===== config.mk =====
export PLATFORM = sky130hd
export DESIGN_NAME = player_physics_flat
export DESIGN_NICKNAME = d
export VERILOG_FILES = /design/src/rtl/player_physics_if.sv /design/src/rtl/player_physics.sv /design/src/flat_wrapper.sv
export SDC_FILE = /design/constraint.sdc
export NUM_CORES = 1
export LEC_CHECK = 0
export CAP_MARGIN = 0
export CORE_ASPECT_RATIO = 0.9
export CORE_MARGIN = 4
export CORE_UTILIZATION = 25
export CTS_CLUSTER_SIZE = 25
export DETAILED_ROUTE_END_ITERATION = 10
export PLACE_DENSITY = 0.43
export SLEW_MARGIN = 0
export SYNTH_ARGS = -nofsm -noshare
export SYNTH_HDL_FRONTEND = slang
export SYNTH_SLANG_ARGS = --single-unit

===== constraint.sdc =====
create_clock -name clk -period 4.3 [get_ports clk]
set_clock_uncertainty 0.1 [all_clocks]
set_input_delay 0.645 -clock clk [delete_from_list [all_inputs] [get_ports clk]]
set_output_delay 0.645 -clock clk [all_outputs]
set_load 0.02 [all_outputs]

===== src/rtl/player_physics_if.sv =====
`default_nettype none
// ============================================================================
// Module    : player_physics_if
// Purpose   : Groups the player-physics control and status signals.
//             The master side (game logic / bench) drives the step strobe,
//             flip request, freeze and ground-line map. The slave side
//             (player_physics) returns the position, speed and status.
// Ports     : tick, flip_req, is_dead, lines[N_LINES]  master -> slave
//             height[Y_W], vel[4], grav_dir,
//             on_ground, fell_off                       slave -> master
// Revision  : 1.0 - initial release
// ============================================================================
interface player_physics_if #(
  parameter int N_LINES = 3,
  parameter int Y_W     = 9
);
  logic               tick;
  logic               flip_req;
  logic               is_dead;
  logic [N_LINES-1:0] lines;
  logic [Y_W-1:0]     height;
  logic [3:0]         vel;
  logic               grav_dir;
  logic               on_ground;
  logic               fell_off;

  modport master (
    output tick, flip_req, is_dead, lines,
    input  height, vel, grav_dir, on_ground, fell_off
  );

  modport slave (
    input  tick, flip_req, is_dead, lines,
    output height, vel, grav_dir, on_ground, fell_off
  );
endinterface
`default_nettype wire


===== src/rtl/player_physics.sv =====
`default_nettype none
// ============================================================================
// Module    : player_physics
// Purpose   : Vertical motion of a runner that stands on horizontal ground
//             lines and can flip gravity. Three states: RUN (grounded),
//             AIR (moving), OUT (left the screen; held until reset).
// Ports     : clk    - clock, all state changes on the rising edge
//             reset  - synchronous active-high reset
//             bus    - player_physics_if.slave (step strobe, flip request,
//                      freeze, line map in; height/vel/gravity/status out)
// Revision  : 1.0 - initial release
// ============================================================================
module player_physics #(
  parameter int N_LINES    = 3,
  parameter int Y_W        = 9,
  parameter int LINE_Y0    = 120,
  parameter int LINE_PITCH = 120,
  parameter int PLAYER_H   = 60,
  parameter int SCREEN_H   = 480,
  parameter int V_MAX      = 4,
  parameter int START_LINE = 1
) (
  input  logic                clk,
  input  logic                reset,
  player_physics_if.slave     bus
);

  // One extra bit so a step past the top of the screen is seen as negative.
  typedef logic signed [Y_W:0] ys_t;

  typedef enum logic [1:0] {
    ST_RUN = 2'd0,
    ST_AIR = 2'd1,
    ST_OUT = 2'd2
  } state_t;

  localparam ys_t            H_MAX   = ys_t'(SCREEN_H - PLAYER_H);
  localparam logic [Y_W-1:0] H_RESET = Y_W'(LINE_Y0 + START_LINE * LINE_PITCH - PLAYER_H);
  localparam logic [3:0]     VEL_MAX = 4'(V_MAX);

  // Landing y for line k: the sprite rests on top of the line when falling
  // down and hangs below it (top-left corner on the line) when falling up.
  function automatic ys_t land_y(input int k, input logic up);
    return ys_t'(LINE_Y0 + k * LINE_PITCH - (up ? 0 : PLAYER_H));
  endfunction

  state_t         state_q, state_d;
  logic [Y_W-1:0] height_q, height_d;
  logic [3:0]     vel_q, vel_d;
  logic           grav_q, grav_d;
  logic           fell_q, fell_d;

  ys_t            h_cur;
  ys_t            h_new;
  ys_t            step;
  ys_t            snap_y;
  ys_t            p;
  logic [3:0]     vel_n;
  logic           grounded;
  logic           snap_hit;
  logic           crossed;
  logic           do_air;

  always_comb begin
    state_d  = state_q;
    height_d = height_q;
    vel_d    = vel_q;
    grav_d   = grav_q;
    fell_d   = fell_q;
    do_air   = 1'b0;
    grounded = 1'b0;
    snap_hit = 1'b0;
    snap_y   = '0;
    p        = '0;
    crossed  = 1'b0;

    h_cur = ys_t'({1'b0, height_q});
    vel_n = (vel_q >= VEL_MAX) ? VEL_MAX : vel_q + 4'd1;
    step  = ys_t'({{(Y_W-3){1'b0}}, vel_n});
    h_new = grav_q ? (h_cur - step) : (h_cur + step);

    for (int k = 0; k < N_LINES; k++) begin
      if (bus.lines[k] && (land_y(k, grav_q) == h_cur)) begin
        grounded = 1'b1;
      end
    end

    // Nearest present landing crossed or reached by this step; the
    // comparison against the current best keeps the result independent of
    // line ordering.
    for (int k = 0; k < N_LINES; k++) begin
      p       = land_y(k, grav_q);
      crossed = grav_q ? ((h_new <= p) && (p < h_cur))
                       : ((h_cur < p) && (p <= h_new));
      if (bus.lines[k] && crossed &&
          (!snap_hit || (grav_q ? (p > snap_y) : (p < snap_y)))) begin
        snap_hit = 1'b1;
        snap_y   = p;
      end
    end

    if (!bus.is_dead) begin
      case (state_q)
        ST_RUN: begin
          // A flip starts the motion from rest; any tick in the same cycle
          // is absorbed so the first move happens on the next tick.
          if (bus.flip_req) begin
            grav_d  = ~grav_q;
            vel_d   = 4'd0;
            state_d = ST_AIR;
          end else if (bus.tick) begin
            if (grounded) begin
              vel_d = 4'd0;
            end else begin
              do_air = 1'b1;
            end
          end
        end
        ST_AIR: begin
          if (bus.tick) begin
            do_air = 1'b1;
          end
        end
        default: ;
      endcase
    end

    if (do_air) begin
      if (snap_hit) begin
        height_d = snap_y[Y_W-1:0];
        vel_d    = 4'd0;
        state_d  = ST_RUN;
      end else if (h_new < ys_t'(0)) begin
        height_d = '0;
        vel_d    = 4'd0;
        fell_d   = 1'b1;
        state_d  = ST_OUT;
      end else if (h_new > H_MAX) begin
        height_d = H_MAX[Y_W-1:0];
        vel_d    = 4'd0;
        fell_d   = 1'b1;
        state_d  = ST_OUT;
      end else begin
        height_d = h_new[Y_W-1:0];
        vel_d    = vel_n;
        state_d  = ST_AIR;
      end
    end
  end

  always_ff @(posedge clk) begin
    if (reset) begin
      state_q  <= ST_RUN;
      height_q <= H_RESET;
      vel_q    <= 4'd0;
      grav_q   <= 1'b0;
      fell_q   <= 1'b0;
    end else begin
      state_q  <= state_d;
      height_q <= height_d;
      vel_q    <= vel_d;
      grav_q   <= grav_d;
      fell_q   <= fell_d;
    end
  end

  assign bus.height    = height_q;
  assign bus.vel       = vel_q;
  assign bus.grav_dir  = grav_q;
  assign bus.on_ground = (state_q == ST_RUN);
  assign bus.fell_off  = fell_q;

endmodule
`default_nettype wire


===== src/flat_wrapper.sv =====
// flat-port wrapper written by rule: the top's interface ports become plain ports
module player_physics_flat 
#(
  parameter int N_LINES    = 3,
  parameter int Y_W        = 9,
  parameter int LINE_Y0    = 120,
  parameter int LINE_PITCH = 120,
  parameter int PLAYER_H   = 60,
  parameter int SCREEN_H   = 480,
  parameter int V_MAX      = 4,
  parameter int START_LINE = 1
)
  (clk, reset, bus_tick, bus_flip_req, bus_is_dead, bus_lines, bus_height, bus_vel, bus_grav_dir, bus_on_ground, bus_fell_off);
  player_physics_if #(.N_LINES(N_LINES), .Y_W(Y_W)) bus_i ();
  input  logic clk;
  input  logic reset;
  input wire logic [$bits(bus_i.tick)-1:0] bus_tick;
  input wire logic [$bits(bus_i.flip_req)-1:0] bus_flip_req;
  input wire logic [$bits(bus_i.is_dead)-1:0] bus_is_dead;
  input wire logic [$bits(bus_i.lines)-1:0] bus_lines;
  output wire logic [$bits(bus_i.height)-1:0] bus_height;
  output wire logic [$bits(bus_i.vel)-1:0] bus_vel;
  output wire logic [$bits(bus_i.grav_dir)-1:0] bus_grav_dir;
  output wire logic [$bits(bus_i.on_ground)-1:0] bus_on_ground;
  output wire logic [$bits(bus_i.fell_off)-1:0] bus_fell_off;
  assign bus_i.tick = bus_tick;
  assign bus_i.flip_req = bus_flip_req;
  assign bus_i.is_dead = bus_is_dead;
  assign bus_i.lines = bus_lines;
  assign bus_height = bus_i.height;
  assign bus_vel = bus_i.vel;
  assign bus_grav_dir = bus_i.grav_dir;
  assign bus_on_ground = bus_i.on_ground;
  assign bus_fell_off = bus_i.fell_off;
  player_physics #(.N_LINES(N_LINES), .Y_W(Y_W), .LINE_Y0(LINE_Y0), .LINE_PITCH(LINE_PITCH), .PLAYER_H(PLAYER_H), .SCREEN_H(SCREEN_H), .V_MAX(V_MAX), .START_LINE(START_LINE)) u_core (.clk(clk), .reset(reset), .bus(bus_i));
endmodule

==> impl_metrics.json <==
{
  "post_drt_wl_per_cell_um": 16.2,
  "place_inst": 482,
  "critPathTopFamily": "compound AO/OA/AOI/OAI gates",
  "syn_inst": 288,
  "place_area_um2": 3120,
  "synthAdderAreaFrac": 0.104,
  "synth_compound_area_frac": 0.341,
  "p_leak_nw": 1.38,
  "cts_tree": "yes",
  "worst_path_largest_cell_delay_ns": 0.53,
  "period_share": 1.05,
  "status": "finished with violations",
  "route.detailed.drc": 0,
  "drive_gt1_frac": 0.367,
  "avgSynthCellArea_um2": 7.79,
  "area_delta_synth_final_pct": 53.1,
  "cts.sinks": 17,
  "holdWs_ns": 0.355,
  "hold_violations": 0,
  "grt-ovfl-total": 0,
  "critPathBufInv": 3,
  "intPower_mw": 1.29,
  "seqPwrFrac": 0.090,
  "synth_nets": 314,
  "worstHoldStart": "u_core.bus.fell_off",
  "core_area_um2": 8650,
  "violations": "setup timing",
  "layout_commonest_cell": "buf_4",
  "maxCapViolations": 0,
  "finalWorstSetupSlack_ns": -0.209,
  "clkPwrFrac": 0.050,
  "critPathKind": "flip-flop to flip-flop",
  "finalSetupTns_ns": -0.799,
  "worstPathRequired_ns": 4.36,
  "p_per_area_nw_per_um2": 716,
  "dp.final_hpwl_mm": 6.66,
  "num_rows": 32,
  "antenna_found_initial": 0,
  "drv_slew": 0,
  "critPathCaptureType": "flip-flop",
  "critPathArrivalTime_ns": 4.57,
  "async_flop_share": 0,
  "fin_nets": 406,
  "rsz0062_at_grt": "true",
  "holdPathEnd": "u_core.bus.fell_off",
  "cp_max_fo": 5,
  "rr_worst_depth": 20,
  "slew_headroom": 0.427,
  "tightest_slew_ns": 0.856,
  "syn_area_um2": 2240,
  "reg2reg_to": "u_core.bus.height[3]",
  "min_path_cells": 2,
  "ys_seq_area_frac": 0.152,
  "crit_path_start_kind": "flip-flop",
  "vias_per_cell": 5.07,
  "drt-pass1-iter-count": 4,
  "cts_max_path_buffers": 2,
  "peakVddDrop_mv": 0.214,
  "cpMaxStageDelayCell": "or4_4",
  "htree_levels": 1,
  "crit_chain": "ha_4 -> and2_4 -> inv_2 -> ha_4 -> mux2i_4 -> fa_2 -> a211oi_4 -> o21ai_2 -> xnor2_2 -> inv_2 -> ha_4 -> nand2b_4 -> a21oi_4 -> o21a_1 -> buf_6 -> a221oi_4 -> a21oi_2 -> a2bb2oi_2 -> or4_4 -> a221oi_2",
  "diodes": 0,
  "synth_flop_cell": "dfxtp_1",
  "synthSimpleGateAreaFrac": 0.309,
  "final_cell_mix": "buf_4, nor2_1, clkdlybuf4s50_1",
  "synth-seq-cells": 17,
  "setup_viol": 8,
  "fmaxAchievable_mhz": 222,
  "vias": 2527,
  "cts_buffers": 3,
  "synth_edf_count": 0,
  "routed_wl_mm": 8.07,
  "clk_pin_slew_ns": 0.07,
  "postLayoutCellArea_um2": 3440,
  "p_sw_mw": 1.17,
  "utilization": 0.397,
  "die_x_um": 108,
  "grt_max_degree": 21,
  "ant_nets": 0,
  "fp.dieH_um": 97.9,
  "drtIter0Drc": 94,
  "grt_pass1_wl_mm": 12.9,
  "clock_latency_ns": 0.25,
  "io_buffers": 23,
  "start_util": 0.260,
  "ys_types": 84,
  "cts_root_buf": "clkbuf_8",
  "final_cells": 498,
  "grtUsageTotal": 0.152,
  "grt_pass1_vias": 2429,
  "cts_hold_buf": 0,
  "hp-class": "flip-flop to flip-flop",
  "synthMuxAreaShare": 0.00948,
  "ff2ff_setup_slack_ns": -0.21,
  "crit_path_frequent_cell": "ha_4",
  "r2r-start": "u_core.bus.vel[0]",
  "gp_routability_congestion": 0.844,
  "pwr-share-comb": 0.860,
  "io_pins": 24,
  "yosys_warnings": 0,
  "p_sw_frac": 0.476,
  "die-area_um2": 10600,
  "synth_xor_area_frac": 0.0390,
  "period_needed_ns": 4.51,
  "synth_top_family_by_area": "compound AO/OA/AOI/OAI gates"
}
## worst max path at each step
stage                                 start                    to  slack, ns  cells past startpoint
final                     u_core.bus.vel[0]  u_core.bus.height[3]      -0.21                     20
after global routing      u_core.bus.vel[0]  u_core.bus.height[3]      -0.37                     20
after CTS                 u_core.bus.vel[0]  u_core.bus.height[3]      -0.15                     21
after detailed placement  u_core.bus.vel[0]  u_core.bus.height[3]      -0.12                     19
after global placement    u_core.bus.vel[0]  u_core.bus.height[3]      -0.11                     20
after floorplan           u_core.bus.vel[0]  u_core.bus.height[3]     0.0009                     20
## tightest hold or removal path, delay by kind of cell (launching register included)
family	cells	cell delay, ns
buf+inv	1	0.04
flops	1	0.31
compound gates	1	0.05
## cell type report
cell class	instances	area, µm²
clock buffers	3	41.3
clock inverters	1	5.00
fillers	931	5210
inverters	15	56.3
multi-input cells	247	2040
flip-flops and latches	17	345
well taps	119	149
repair buffers	96	801
## kinds of logic (layout without fill, tap and decap cells)
group | Yosys count | count (layout)
adders and majority gates | 18 | 18
and+or+nand+nor | 122 | 122
xor gates and xnor gates | 10 | 10
AOI/OAI and AO/OA | 94 | 94
DFF | 17 | 17
muxes | 2 | 2
other | 1 | 1
buffers and inverters | 24 | 115
## flip-flops by register name (all words and copies together), names as in the netlist
| signal | cells |
|---|---|
| u_core.state_q | 2 |
| u_core.bus.height | 9 |
| u_core.bus.vel | 4 |
| u_core.bus.fell_off | 1 |
| u_core.bus.grav_dir | 1 |
## synth_stat cells, types with 6 or more instances
master / n / area (µm²)
nor2b_1: 6 / 37.5
inv_1: 15 / 56.3
nor2_1: 28 / 105
dfxtp_1: 17 / 340
nand2_1: 21 / 78.8
xnor2_1: 7 / 61.3
a21oi_1: 17 / 85.1
nand3_1: 8 / 40.0
o21ai_0: 15 / 75.1
nand2b_1: 8 / 50.1
nor3_1: 9 / 45.0
ha_1: 17 / 213
## routing by layer
metal  routed length [µm]  up-vias  global-route usage
li1                     -     1281                   -
met1                 4030     1207               0.223
met2                 3700       33               0.242
met3                  247        6              0.0165
met4                  101        0              0.0252
met5                    0        -                   0
## stage by stage
step	setup slack, ns	power (mW)
finish	-0.209	2.46
global route	-0.369	2.63
CTS	-0.147	2.24
detailed placement	-0.118	2.04
global placement	-0.109	2.05
floorplan	0.000873	1.37
## what timing repair did
item	CTS	global route
gates resized for setup	8	35
endpoints found under the setup margin	13	15
setup buffers	5	8
pin swaps	11	29
## power groups by stage
stage	combinational (mW)	sequential [mW]	clock, mW
after floorplan	1.13	0.240	0
after global placement	1.83	0.225	0
after detailed placement	1.81	0.225	0
after CTS	1.90	0.221	0.125
after global routing	2.27	0.226	0.133
final	2.11	0.222	0.124
No activity file was read; power rests on OpenSTA's default activity.
